<file path="config.mk">
export PLATFORM = sky130hd
export DESIGN_NAME = report_uart_tx
export DESIGN_NICKNAME = d
export VERILOG_FILES = /design/src/rtl/report_uart_tx.sv
export SDC_FILE = /design/constraint.sdc
export NUM_CORES = 1
export LEC_CHECK = 0
export ABC_AREA = 0
export CORE_MARGIN = 5
export CORE_UTILIZATION = 54
export CTS_BUF_LIST = sky130_fd_sc_hd__clkbuf_8 sky130_fd_sc_hd__clkbuf_16
export DETAILED_ROUTE_END_ITERATION = 12
export GPL_TIMING_DRIVEN = 0
export PLACE_DENSITY = 0.78
export SYNTH_ARGS = -nofsm -noshare
export SYNTH_HDL_FRONTEND = slang
export SYNTH_SLANG_ARGS = --single-unit
</file>
<file path="constraint.sdc">
create_clock -name clk -period 2.4 [get_ports clk]
set_clock_uncertainty 0.15 [all_clocks]
set_input_delay 0.24 -clock clk [delete_from_list [all_inputs] [get_ports clk]]
set_output_delay 0.24 -clock clk [all_outputs]
set_load 0.005 [all_outputs]
</file>
<file path="src/rtl/report_uart_tx.sv">
// report_uart_tx -- reporting stage for the PSK correlator dispatcher.
//
// Captures each {metric, offset} pair presented on value/rdy (metric on the
// rdy rising-edge cycle, offset on the following cycle), queues it in a
// small record FIFO and sends it to the host as an 8N1 UART packet:
//   0xA5, offset, metric [, checksum]
// Records arriving while the FIFO is full are dropped and counted.
//
// Optional feature: define REPORT_CHECKSUM_EN to append a fourth byte
// (0xA5 ^ offset ^ metric) to every packet. Undefined: three-byte packets.
//
// Parameters:
//   CLK_DIV   clock cycles per UART bit (2..65535)
//   FIFO_AW   record FIFO address width, depth = 2**FIFO_AW (>= 1)
// Ports:
//   clk       system clock, rising edge
//   rst_in    synchronous active-high reset
//   value     dispatcher data byte
//   rdy       dispatcher ready level (rising edge starts a capture)
//   tx        UART line, idle high, registered
//   busy      packet in flight or FIFO non-empty
//   drop_cnt  saturating count of dropped records

module report_uart_tx #(
  parameter int CLK_DIV = 104,
  parameter int FIFO_AW = 2
) (
  input  logic       clk,
  input  logic       rst_in,
  input  logic [7:0] value,
  input  logic       rdy,
  output logic       tx,
  output logic       busy,
  output logic [7:0] drop_cnt
);

  localparam int          DEPTH    = 1 << FIFO_AW;
  localparam logic [15:0] BIT_LAST = 16'(CLK_DIV - 1);
  localparam logic [7:0]  HEADER   = 8'hA5;
`ifdef REPORT_CHECKSUM_EN
  localparam logic [1:0]  LAST_BYTE = 2'd3;
`else
  localparam logic [1:0]  LAST_BYTE = 2'd2;
`endif

  typedef enum logic [2:0] {S_IDLE, S_LOAD, S_START, S_DATA, S_STOP} state_t;

  // ---------------------------------------------------------------- capture
  logic       r_rdy_d;
  logic       r_armed;     // set once rdy has been seen low after reset
  logic       r_cap_pend;  // high on the cycle after an accepted edge
  logic [7:0] r_metric;
  logic       w_rdy_rise;
  logic       w_push;

  // r_armed blocks a level rdy that was already high across reset from
  // looking like a fresh rising edge.
  assign w_rdy_rise = rdy & ~r_rdy_d & r_armed;
  assign w_push     = r_cap_pend;

  // NOTE: sequential state uses non-blocking assignments so every register
  // samples pre-edge values regardless of statement order.
  always_ff @(posedge clk) begin
    if (rst_in) begin
      r_rdy_d    <= 1'b0;
      r_armed    <= 1'b0;
      r_cap_pend <= 1'b0;
      r_metric   <= '0;
    end else begin
      r_rdy_d    <= rdy;
      r_cap_pend <= w_rdy_rise;
      if (!rdy)       r_armed  <= 1'b1;
      if (w_rdy_rise) r_metric <= value;
    end
  end

  // ------------------------------------------------------------------- FIFO
  logic [15:0]      r_mem [DEPTH];
  logic [FIFO_AW:0] r_wr_ptr;
  logic [FIFO_AW:0] r_rd_ptr;
  logic [7:0]       r_drop_cnt;
  logic             w_empty;
  logic             w_full;
  logic             w_pop;
  logic             w_accept;
  logic [15:0]      w_head;

  assign w_empty  = (r_wr_ptr == r_rd_ptr);
  assign w_full   = (r_wr_ptr[FIFO_AW] != r_rd_ptr[FIFO_AW]) &&
                    (r_wr_ptr[FIFO_AW-1:0] == r_rd_ptr[FIFO_AW-1:0]);
  // A same-cycle pop frees a slot, so push+pop while full is accepted.
  assign w_accept = w_push & (~w_full | w_pop);
  assign w_head   = r_mem[r_rd_ptr[FIFO_AW-1:0]];

  // NOTE: the storage array has no reset; only the pointers define validity,
  // which keeps it mappable to plain RAM/flops without reset muxes.
  always_ff @(posedge clk) begin
    if (w_accept) r_mem[r_wr_ptr[FIFO_AW-1:0]] <= {value, r_metric};
  end

  always_ff @(posedge clk) begin
    if (rst_in) begin
      r_wr_ptr   <= '0;
      r_rd_ptr   <= '0;
      r_drop_cnt <= '0;
    end else begin
      if (w_accept) r_wr_ptr <= r_wr_ptr + 1'b1;
      if (w_pop)    r_rd_ptr <= r_rd_ptr + 1'b1;
      if (w_push && !w_accept && r_drop_cnt != 8'hFF)
        r_drop_cnt <= r_drop_cnt + 8'd1;
    end
  end

  // ---------------------------------------------------------------- UART TX
  state_t      r_state;
  state_t      w_state_nxt;
  logic        r_tx;
  logic        w_tx_nxt;
  logic [15:0] r_timer;
  logic [7:0]  r_shift;
  logic [2:0]  r_bit_idx;
  logic [1:0]  r_byte_idx;
  logic [15:0] r_rec;        // {offset, metric} of the packet in flight
  logic [7:0]  w_next_byte;  // byte that follows r_byte_idx in the packet
  logic        w_bit_end;

  assign w_bit_end = (r_state == S_START || r_state == S_DATA ||
                      r_state == S_STOP) && (r_timer == BIT_LAST);

  always_comb begin
    w_next_byte = HEADER;
    case (r_byte_idx)
      2'd0:    w_next_byte = r_rec[15:8];
      2'd1:    w_next_byte = r_rec[7:0];
`ifdef REPORT_CHECKSUM_EN
      2'd2:    w_next_byte = HEADER ^ r_rec[15:8] ^ r_rec[7:0];
`endif
      default: w_next_byte = HEADER;
    endcase
  end

  // NOTE: every output of this block gets a default first, so no path can
  // leave a value unassigned and infer a latch.
  always_comb begin
    w_state_nxt = r_state;
    w_tx_nxt    = r_tx;
    w_pop       = 1'b0;
    case (r_state)
      S_IDLE: begin
        w_tx_nxt = 1'b1;
        // Looking at the incoming push lets LOAD follow the write cycle
        // directly when the queue was empty.
        if (!w_empty || w_push) w_state_nxt = S_LOAD;
      end
      S_LOAD: begin
        w_pop       = ~w_empty;
        w_tx_nxt    = 1'b0;
        w_state_nxt = S_START;
      end
      S_START: begin
        if (w_bit_end) begin
          w_state_nxt = S_DATA;
          w_tx_nxt    = r_shift[0];
        end
      end
      S_DATA: begin
        if (w_bit_end) begin
          if (r_bit_idx == 3'd7) begin
            w_state_nxt = S_STOP;
            w_tx_nxt    = 1'b1;
          end else begin
            w_tx_nxt = r_shift[1];  // bit about to become r_shift[0]
          end
        end
      end
      S_STOP: begin
        if (w_bit_end) begin
          if (r_byte_idx == LAST_BYTE) begin
            w_state_nxt = S_IDLE;
          end else begin
            w_state_nxt = S_START;
            w_tx_nxt    = 1'b0;
          end
        end
      end
      default: begin
        w_state_nxt = S_IDLE;
        w_tx_nxt    = 1'b1;
      end
    endcase
  end

  always_ff @(posedge clk) begin
    if (rst_in) begin
      r_state <= S_IDLE;
      r_tx    <= 1'b1;
    end else begin
      r_state <= w_state_nxt;
      r_tx    <= w_tx_nxt;
    end
  end

  always_ff @(posedge clk) begin
    if (rst_in) begin
      r_timer    <= '0;
      r_shift    <= '0;
      r_bit_idx  <= '0;
      r_byte_idx <= '0;
      r_rec      <= '0;
    end else begin
      if (r_state == S_IDLE || r_state == S_LOAD || w_bit_end) r_timer <= '0;
      else                                                     r_timer <= r_timer + 16'd1;
      case (r_state)
        S_LOAD: begin
          r_rec      <= w_head;
          r_shift    <= HEADER;
          r_bit_idx  <= '0;
          r_byte_idx <= '0;
        end
        S_DATA: begin
          if (w_bit_end) begin
            r_shift   <= r_shift >> 1;
            r_bit_idx <= r_bit_idx + 3'd1;  // wraps to 0 after bit 7
          end
        end
        S_STOP: begin
          if (w_bit_end && r_byte_idx != LAST_BYTE) begin
            r_shift    <= w_next_byte;
            r_byte_idx <= r_byte_idx + 2'd1;
          end
        end
        default: ;
      endcase
    end
  end

  assign tx       = r_tx;
  assign busy     = (r_state != S_IDLE) | ~w_empty;
  assign drop_cnt = r_drop_cnt;

endmodule

</file>
# Yosys cells after proc, flatten, opt, wreduce, memory -nomap -nowiden
# Memories as Yosys holds them, arrays and structs flattened. A register that Yosys moved wholly into a read port is not among the register bits.
# Index checks and enable logic that the tools add are counted.
[word_totals]
regBits = 58
ram_bits = 64
output_inout_bits = 10
memories = 1
[op_classes]
n_addsub = 6
n_eq_ne = 20
mux = 24
bitwise = 8
n_reduce_logical = 24
[mem_list]
columns = ["memory", "depth", "word_bits", "rd", "rd_clocked_by_memory_dff", "write_ports", "line_no", "rtl"]
rows = [
  ["r_mem", 4, 16, 1, 1, 1, "78", "logic [15:0] r_mem [DEPTH];"],
]
[ops]
columns = ["cell", "count"]
rows = [
  ["8-bit one-hot mux with 3 select lines", 1],
  ["3-bit 2-to-1 mux", 6],
  ["16-bit by 1-bit adder with 16-bit output, second input constant", 1],
  ["16-bit by 7-bit equality test with 1-bit output, second input constant", 1],
  ["8-bit 2-to-1 mux", 2],
  ["8-bit one-hot mux with 2 select lines", 1],
  ["3-bit one-hot mux with 5 select lines", 1],
  ["2-bit inequality test, second input constant", 6],
  ["3-bit by 1-bit adder with 3-bit output, second input constant", 3],
  ["8-bit by 1-bit adder with 8-bit output, second input constant", 1],
  ["1-bit 2-to-1 mux", 8],
  ["8-bit inequality test, second input constant", 1],
  ["3-bit by 2-bit equality test with 1-bit output, second input constant", 2],
  ["3-bit equality test, second input constant", 2],
  ["3-bit one-hot mux with 2 select lines", 1],
  ["3-bit nonzero test", 2],
  ["1-bit logical AND", 5],
  ["1-bit logical OR", 5],
  ["5-bit AND reduction", 1],
  ["2-bit 2-to-1 mux", 2],
  ["2-bit by 1-bit inequality test with 1-bit output, second input constant", 2],
  ["1-bit one-hot mux with 4 select lines", 1],
  ["2-bit one-hot mux with 2 select lines", 1],
  ["2-bit AND reduction", 2],
  ["17 further kinds", 24],
]

# Depth between registers and ports, before layout
# Gate-level depths: netlist (run 1).
[logic_depth]
ltp_word = 8
mapped_depth = 8
ltp_nobuf = 7

# Least setup slack after synthesis (run 1)
# OpenSTA, ideal clock, no wires.
[synth_path]
kind = "flip-flop to flip-flop"
start = "register r_state[0]"
end = "memory r_mem[3][0] (enable)"
t_arrival_ns = 1.867
setup_slack_ns = 0.007
path_stages_with_launch = 5
path_buffers = 1
period_less_slack_ns = 2.393
path_cell_list = "dfxtp_1 -> buf_6 -> or3b_2 -> a41oi_1 -> and2_1"
[synth_between]
elab_chain_cells = 6
[synth_rtl]
columns = ["element", "line_no", "rtl"]
rows = [
  ["start: declaration", "115", "state_t r_state;"],
  ["start signal: assignment", "198", "r_state <= w_state_nxt;"],
  ["3-bit by 1-bit equality test with 1-bit output", "148", "case (r_state)"],
  ["1-bit 2-to-1 mux", "148", ""],
  ["1-bit bitwise OR", "92", "assign w_accept = w_push & (~w_full | w_pop);"],
  ["1-bit bitwise AND", "92", ""],
  ["1-bit 2-to-1 mux", "98", "if (w_accept) r_mem[r_wr_ptr[FIFO_AW-1:0]] <= {value, r_metric};"],
  ["1-bit 2-to-1 mux (not written as such)", "98", ""],
  ["end: declaration", "78", ""],
]
# No other way between the ends.

# Final worst setup path (run 1)
[layout_path]
start = "register r_state[0]"
end = "register r_tx, in the netlist tx"
[layout_between]
elab_chain_cells = 6
elab_cells_between_ends = 13
classes_between = "8 x eq/ne; 1 x mux; 4 x reduce/logical"
[layout_rtl]
columns = ["element", "line_no", "rtl"]
rows = [
  ["3-bit by 2-bit equality test with 1-bit output", "127, 148", ""],
  ["1-bit logical OR (2 in series)", "127", "assign w_bit_end = (r_state == S_START || r_state == S_DATA ||"],
  ["1-bit logical AND", "128", "r_state == S_STOP) && (r_timer == BIT_LAST);"],
  ["2-bit inequality test (no line)", "--", ""],
  ["4-bit AND reduction (no line)", "--", ""],
  ["end signal: assignment", "199", "r_tx <= w_tx_nxt;"],
  ["end: declaration", "117", "logic r_tx;"],
]
# Several ways; a longest one is shown, not always the timed one.
# A chain may end at the register's enable or synchronous reset.

==> results of run 1 <==
## per-stage QoR
stage                     util [%]  setup TNS [ps]  worst slack (ps)
after floorplan                  -               0             7.403
after global placement       58.78          -24530            -428.9
after detailed placement     58.78          -27920            -480.7
after CTS                    65.10               0             12.08
after global routing         65.79               0             1.277
final                        65.79               0             113.0
## layout make-up
| type | instances | area share (%) |
|---|---|---|
| flip-flops and latches | 138 | 50.33 |
| multi-input cells | 313 | 32.96 |
| clock buffers | 19 | 6.532 |
| repair buffers | 21 | 3.257 |
| well taps | 136 | 2.517 |
| clock inverters | 13 | 2.276 |
| plain buffers | 24 | 1.684 |
| inverters | 8 | 0.4441 |
## cell usage in the layout (no fill, tap or decap), types with 5 or more instances in the layout
master and n:
nand2_1 52, o21ai_0 5, clkdlybuf4s50_1 18, mux4_2 16, a22oi_1 8, xnor2_1 8, nand3_1 15, inv_1 11
clkbuf_16 16, nand4_1 7, a211oi_1 11, nor2_1 48, xor2_1 15, edfxtp_1 64, ha_1 12, nor4_1 5
dfxtp_1 74, or3_1 5, clkbuf_1 14, mux2i_1 11, a21oi_1 45
## layer usage
metal  GRT usage [%]  routed length (um)  up-vias
li1                -                   -     1849
met4           8.013                 223        0
met5               0                   0        -
met1           23.60                5038     1932
met2           33.73                6134      104
met3           5.606                 561       20
## sequential cells by signal (all words and copies together) (netlist names)
signal      cells
r_bit_idx       3
r_state         3
r_timer        16
r_rdy_d         1
r_rec          16
r_shift         8
drop_cnt        8
r_metric        8
r_wr_ptr        3
r_mem          64
r_cap_pend      1
tx              1
r_byte_idx      2
r_armed         1
r_rd_ptr        3
## where the power goes
group          switching (uW)  internal [uW]
clock network             957           1630
logic                     234            155
registers                41.2           2520
total                    1230           4310
## path summary, 6_finish.rpt
kind	start	endpoint	slack, ps
hold / removal	rst_in	tx$_SDFFE_PP1P_	90
setup reg to reg	r_state[0]$_SDFFE_PP0P_	tx$_SDFFE_PP1P_	110
hold reg to reg	r_timer[0]$_SDFF_PP0_	r_timer[0]$_SDFF_PP0_	300
setup / recovery	r_state[0]$_SDFFE_PP0P_	tx$_SDFFE_PP1P_	110
## worst min-delay path, delay by kind of cell
kind / cells / cell delay, ps
buffers and inverters: 1 / 170
and+or+nand+nor: 2 / 210
AOI/OAI and AO/OA: 1 / 100
## repair_timing
| action | CTS | global route |
|---|---|---|
| gates resized for setup | 17 | 11 |
| setup buffers | 0 | 2 |
| pin swaps | 1 | 2 |
| setup endpoints to repair | 78 | 20 |
## cell families after synthesis
group           Yosys count  synth area share [%]
simple gates            162                 13.28
flops                   138                 59.91
compound gates           87                 9.471
buf+inv                  35                 2.555
mux                      27                 8.282
xor+xnor                 25                 3.855
fa+ha+maj                12                 2.643
==> out/metrics.cfg, run 1 <==
[outcome]
status = complete, no violations

[cells_and_area]
final_cell_area_um2 = 6761
fin_cells = 672
drive_above_1_share_pct = 13.43
multiInputGateArea_um2 = 2228
nNetsFinal = 546
area_growth_pct = 19.03
fillers = 742
diodes = 0
regArea_um2 = 3403

[logic_synthesis]
synthesis.instances = 486
synth_nets = 509
synthDistinctLibCells = 47
ys_seq_elements = 138
yosys_most_used_dff = dfxtp_1
yosysMostFrequentCell = dfxtp_1
synth_edf_count = 64
synth_top_area_share_pct = 33.83
synthTopCellsByArea = edfxtp_1 (34%), dfxtp_1 (26%), mux4_2 (6.3%), a21oi_1 (4.0%), nand2_1 (3.4%)
synth.avg_cell_area_um2 = 11.69
yosys_warnings = 0
synth_top_area_cell = edfxtp_1
synthArstFlopShare_pct = 0
synth_seq_area_share_pct = 59.91
synthTopCellsByCount = dfxtp_1 (74), edfxtp_1 (64), nand2_1 (52)
syn-cell-area_um2 = 5680

[power]
p_leak_uw = 0.002289
power_uw = 5539
powerDensity_nw_per_um2 = 819.1
peakVddDrop_mv = 0.7300

[setup_path]
cp_slowest_stage_delay_ps = 430
crit_slowest_cell = a2111o_1
path_class = flop to flop
crit_path_max_fanout = 10
cp-end-kind = flop
startpoint_type = flop
ff2ff_path_depth = 7
cp_cell_sequence = buf_6, or2_4, a2111o_1, nor3_1, buf_2, a21oi_1, o31a_1
cp_top_family = compound AO/OA/AOI/OAI gates
worst-path-buf-inv = 2
crit_cells = 7
crit_arrival_ps = 2560
required_ps = 2670

[floorplan]
ios = 21
die_width_um = 112.6
dieArea_um2 = 12670
num_rows = 37
fp.dieH_um = 112.6
start_util_pct = 55.27
core_area_um2 = 10280

[detailed_routing]
drt_first_pass_iters = 7
via_count = 3905
drt_iter0_markers = 267
ant_nets = 0
drc = 0
vias_per_cell = 5.811
wl_per_cell_um = 17.79
wirelength_um = 11960

[global_route]
grt_pass1_wl_um = 19560
antenna_found_initial = 0
grt_max_degree = 18
grt_usage_pct = 19.80
grt_pass1_vias = 3965
overflow = 0

[placement]
gp_congestion = 0.7982
io_buffer_count = 19
placed_cell_area_um2 = 6041
dp_cells = 641
dpl.hpwl_um = 7670

[hold_path]
hold_depth = 4
min_path_type = primary input to flop

[timing]
rsz0062_at_grt = true
hold_viol = 0
whs_ps = 94.29
fin_crit_ps = 2287
final.period_utilization_pct = 95.29
slew_headroom_pct = 47.02
slew_viol_final = 0
worstMarginPinSlew_ps = 794.7
timing.fmax_ghz = 0.4373
finalSetupViolCount = 0

[flow_run]
drv_cap = 0

[clock_network]
htree_levels = 4
cts-root-buf = clkbuf_8
cts_tree = yes
clock_sinks = 138
cts.clk_slew.worst_paths_ps = 60
clk_path_buf_depth = 2
cts-buffers-inserted = 17
clk_latency_ps = 530
cts_hold_buf = 0

(Power assumes the default switching activity.)
==> run 2, diff against run 1 <==
Settings changed: GPL_TIMING_DRIVEN 0 to not set, PLACE_DENSITY 0.78 to not set, PLACE_DENSITY_LB_ADDON set to 0.3.
==> run 2 against run 1 <==
  * Hold slack improved by 130 ps
  * Die area unchanged
  * Global-route usage decreased by 1.7 points
  * First-iteration DRC count decreased by 16%
  * Combinational power decreased by 3%
  * Critical path depth decreased by 4
  * Via count decreased by 4.2%
  * Register-to-register slack improved by 80 ps
  * Clock-buffer cell count decreased by 2
  * Utilization decreased by 0.83 points
  * Sequential cell count unchanged
  * Wire length decreased by 12%
  * Critical path type is now flop to output pin
  * Critical endpoint is now busy
  * Largest cell class unchanged
==> out/metrics.cfg, run 2 (synthesized netlist as in run 1, its figures left out) <==
[detailed_routing]
drt_first_pass_iters = 4
wl_per_cell_um = 15.82
via_count = 3742
ant_nets = 0
drt_iter0_markers = 223
wirelength_um = 10550
drc = 0
vias_per_cell = 5.610

[floorplan]
num_rows = 37
core_area_um2 = 10280
ios = 21
die_width_um = 112.6
start_util_pct = 55.27
fp.dieH_um = 112.6
dieArea_um2 = 12670

[power]
powerDensity_nw_per_um2 = 790.8
peakVddDrop_mv = 0.7054
power_uw = 5280
p_leak_uw = 0.002267

[cells_and_area]
diodes = 0
layout_common_cells = dfxtp_1 (74), edfxtp_1 (64), nand2_1 (52)
largest_reg_flops = 64
area_growth_pct = 17.53
final_common_cell = dfxtp_1
drive_above_1_share_pct = 13.37
final_util_pct = 64.96
nNetsFinal = 541

[setup_path]
worst-path-buf-inv = 1
reg2reg_slack_ps = 190
r2r-start = r_wr_ptr[0]$_SDFFE_PP0P_
crit_cells = 3
worstReg2RegEnd = drop_cnt[5]$_SDFFE_PP0P_
crit_path_max_fanout = 5
cp_cell_sequence = xnor2_1, nand4_1, clkdlybuf4s50_1
crit_arrival_ps = 1840
cp-end-kind = output pin
cp_top_family = buffers and inverters
cp_slowest_stage_delay_ps = 480
startpoint_type = flop
crit_slowest_cell = clkdlybuf4s50_1
required_ps = 2010
path_class = flop to output pin
ff2ff_path_depth = 5

[clock_network]
cts-root-buf = clkbuf_8
clk_latency_ps = 530
cts-buffers-inserted = 17
cts_tree = yes
clk_path_buf_depth = 2
cts_resized = 0
postCtsSetupRepairBufs = 0
cts.clk_slew.worst_paths_ps = 60
htree_levels = 4
clock_sinks = 138
cts_hold_buf = 1

[hold_path]
hold_depth = 2
min_path_type = primary input to flop
min_to = r_armed$_SDFFE_PP0N_
worstHoldStart = rdy

[timing]
finalWorstSetupSlack_ps = 169.1
final.period_utilization_pct = 92.96
hold_viol = 0
timing.fmax_ghz = 0.4482
slew_headroom_pct = 56.96
fin_crit_ps = 2231
rsz0062_at_grt = false
slew_viol_final = 0
finalSetupViolCount = 0
worstMarginPinSlew_ps = 639.7
fin_tns_setup_ps = 0
whs_ps = 228.1

[global_route]
grt_pass1_wl_um = 18020
grt_max_degree = 42
grt_usage_pct = 18.11
antenna_found_initial = 0
grt_pass1_vias = 3662
overflow = 0

[flow_run]
drv_cap = 0

[placement]
io_buffer_count = 20
dpl.hpwl_um = 6849
gp_congestion = 0.8499
pre_cts_ws_ps = 242.0

[outcome]
status = complete, no violations

-- run 2: cell types whose count changed in the layout (fill, tap and decap cells not counted), sizes merged, moves of 2 or more --
cell,delta
buf,+9
bufinv,-2
clkbuf,-17
clkinvlp,+4
-- run 2: per-stage QoR --
| step | area (um^2) | cells |
|---|---|---|
| after floorplan | 5680 | 486 |
| after global placement | 6123 | 634 |
| after detailed placement | 6123 | 634 |
| after CTS | 6676 | 667 |
| after global routing | 6676 | 667 |
| final | 6676 | 667 |
-- run 2: metal layers --
metal / global-route usage (%) / up-vias / wire length, um / part of all wire, %
met5: 0 / - / 0 / 0
met4: 7.612 / 0 / 204 / 1.9
met3: 5.876 / 18 / 408 / 3.9
met2: 29.15 / 60 / 5274 / 50
met1: 22.50 / 1829 / 4665 / 44
li1: - / 1835 / - / -
-- run 2: how the worst max path moves through the flow --
stage | from | endpoint | slack, ps
2_1_floorplan | r_state[0]$_SDFFE_PP0P_ | r_mem[3][0]$_DFFE_PP_ | 7
3_3_place_gp | r_state[0]$_SDFFE_PP0P_ | r_state[0]$_SDFFE_PP0P_ | 260
3_5_place_dp | r_wr_ptr[0]$_SDFFE_PP0P_ | drop_cnt[5]$_SDFFE_PP0P_ | 240
4_1_cts | r_wr_ptr[0]$_SDFFE_PP0P_ | busy | 120
5_1_grt | r_wr_ptr[0]$_SDFFE_PP0P_ | drop_cnt[5]$_SDFFE_PP0P_ | 3
6_report | r_wr_ptr[0]$_SDFFE_PP0P_ | busy | 170
-- run 2: final cells by class --
type | instances | area (um^2)
clock buffer | 17 | 414.1
clock inverter | 15 | 128.9
fill | 800 | 3601
inverter | 8 | 30.03
multi-input combinational | 313 | 2132
sequential | 138 | 3403
tap | 136 | 170.2
timing repair buffer | 40 | 397.9
-- run 2: power by group --
part           switching [uW]  internal, uW  leakage (uW)  total (uW)
clock                     970          1370      0.000259        2340
combinational             213           165      0.000830         378
sequential               39.8          2520       0.00118        2560
total                    1220          4060       0.00227        5280
-- run 2: worst register-to-register path, cell delays in order (launching register included) --
cell and delay, ps:
dfxtp_1 370, xnor2_1 310, and4_1 340, nand3_1 260, or4_1 560, a21oi_1 150
==> run 3, diff against run 2 <==
Settings changed: CELL_PAD_IN_SITES_DETAIL_PLACEMENT set to 0, CELL_PAD_IN_SITES_GLOBAL_PLACEMENT set to 1, CORE_UTILIZATION 54 to 44, SLEW_MARGIN set to 20.
==> run 3 against run 2 <==
  * Global-route usage shrank 1.9 points
  * Clock power grew 5%
  * Highest routed layer unchanged
  * Critical endpoint is now drop_cnt[5]$_SDFFE_PP0P_
  * Maximum frequency up 1.4%
  * Combinational power rose by 2%
  * Cell count grew 5.2%
==> out/metrics.cfg, run 3 (synthesized netlist as in run 1, its figures left out) <==
[outcome]
status = complete, no violations

[hold_path]
min_path_type = primary input to flop
worstHoldStart = rst_in

[cells_and_area]
area_growth_pct = 18.85
layout_common_cells = dfxtp_1 (74), edfxtp_1 (64), nand2_1 (52)
drive_above_1_share_pct = 13.02
largest_reg_flops = 64
regArea_um2 = 3403
final_common_cell = dfxtp_1
diodes = 0
multiInputGateArea_um2 = 2132
fillers = 1101
final_util_pct = 53.50
fin_cells = 702
nNetsFinal = 541

[placement]
gp_congestion = 0.7824
io_buffer_count = 20
pre_cts_ws_ps = 242.4
dpl.hpwl_um = 7066
dp_cells = 671

[detailed_routing]
drc = 0
drt_first_pass_iters = 4
wl_per_cell_um = 15.79
vias_per_cell = 5.221
wirelength_um = 11080
drt_iter0_markers = 312
via_count = 3665
ant_nets = 0

[global_route]
antenna_found_initial = 0
grt_pass1_wl_um = 18690
grt_max_degree = 49
grt_usage_pct = 16.19
grt_pass1_vias = 3566
overflow = 0

[timing]
slew_viol_final = 0
hold_viol = 0
timing.fmax_ghz = 0.4545
finalSetupViolCount = 0
worstMarginPinSlew_ps = 680.3
slew_headroom_pct = 54.23
fin_crit_ps = 2200
rsz0062_at_grt = false
finalWorstSetupSlack_ps = 199.6
final.period_utilization_pct = 91.68
fin_tns_setup_ps = 0

[clock_network]
cts_hold_buf = 0
cts_resized = 0
cts_tree = yes
clk_path_buf_depth = 2
cts.clk_slew.worst_paths_ps = 60
cts-root-buf = clkbuf_16
cts-buffers-inserted = 17
clk_latency_ps = 420
clock_sinks = 138
postCtsSetupRepairBufs = 0
htree_levels = 4

[setup_path]
crit_start = r_wr_ptr[0]$_SDFFE_PP0P_
r2r-start = r_wr_ptr[0]$_SDFFE_PP0P_
cp-end-kind = flop
cp_cell_sequence = xnor2_1, and4_1, nand3_1, or4_1, a21oi_1
startpoint_type = flop
crit_slowest_cell = or4_1
cp_slowest_stage_delay_ps = 540
crit_arrival_ps = 2400
crit_path_max_fanout = 8
path_class = flop to flop
required_ps = 2600

[flow_run]
drv_cap = 0

[power]
powerDensity_nw_per_um2 = 801.9
peakVddDrop_mv = 0.6941
p_leak_uw = 0.002292

[floorplan]
core_area_um2 = 12620
start_util_pct = 45.01
ios = 21
dieArea_um2 = 15280
num_rows = 41
fp.dieH_um = 123.6
die_width_um = 123.6

[run 3: report_power, final]
part | internal [uW] | switching (uW)
Sequential | 2520 | 39.1
Clock | 1510 | 956
Combinational | 166 | 221
[run 3: final timing paths]
path | cells after the start | end | slack (ps)
worst min register to register | 2 | r_armed$_SDFFE_PP0N_ | 300
worst min-delay path | 2 | drop_cnt[1]$_SDFFE_PP0P_ | 30
worst max-delay path | 5 | drop_cnt[5]$_SDFFE_PP0P_ | 200
worst max register to register | 5 | drop_cnt[5]$_SDFFE_PP0P_ | 200
[run 3: cell type report]
cell class                      instances  area share (%)
Clock buffer                           17           6.301
Clock inverter                         14           2.039
Inverter                                8          0.4448
Multi-Input combinational cell        313           31.58
Sequential cell                       138           50.41
Tap cell                              172           3.188
Timing Repair Buffer                   40           6.042
[run 3: per-stage QoR]
step | power, uW | instance area [um^2] | hold slack (ps)
after detailed placement | 3001 | 6188 | 289.9
after floorplan | 2857 | 5680 | 185.9
after global placement | 2991 | 6188 | 280.3
after CTS | 5474 | 6751 | 9.672
final | 5414 | 6751 | 29.24
after global routing | 5636 | 6751 | 40.99
[run 3: worst max-delay path: cells and delay by family (launching register included)]
family | cells | cell delay [ps]
flops | 1 | 360
xor+xnor | 1 | 340
simple gates | 3 | 1140
compound gates | 1 | 150
[run 3: metal layers]
| layer | vias to the layer above | part of all wire, % | global-route usage [%] |
|---|---|---|---|
| met5 | - | 0 | 0 |
| met3 | 6 | 2.6 | 4.950 |
| met1 | 1781 | 49 | 22.37 |
| met2 | 43 | 48 | 23.99 |
| li1 | 1835 | - | - |
| met4 | 0 | 0.69 | 6.228 |
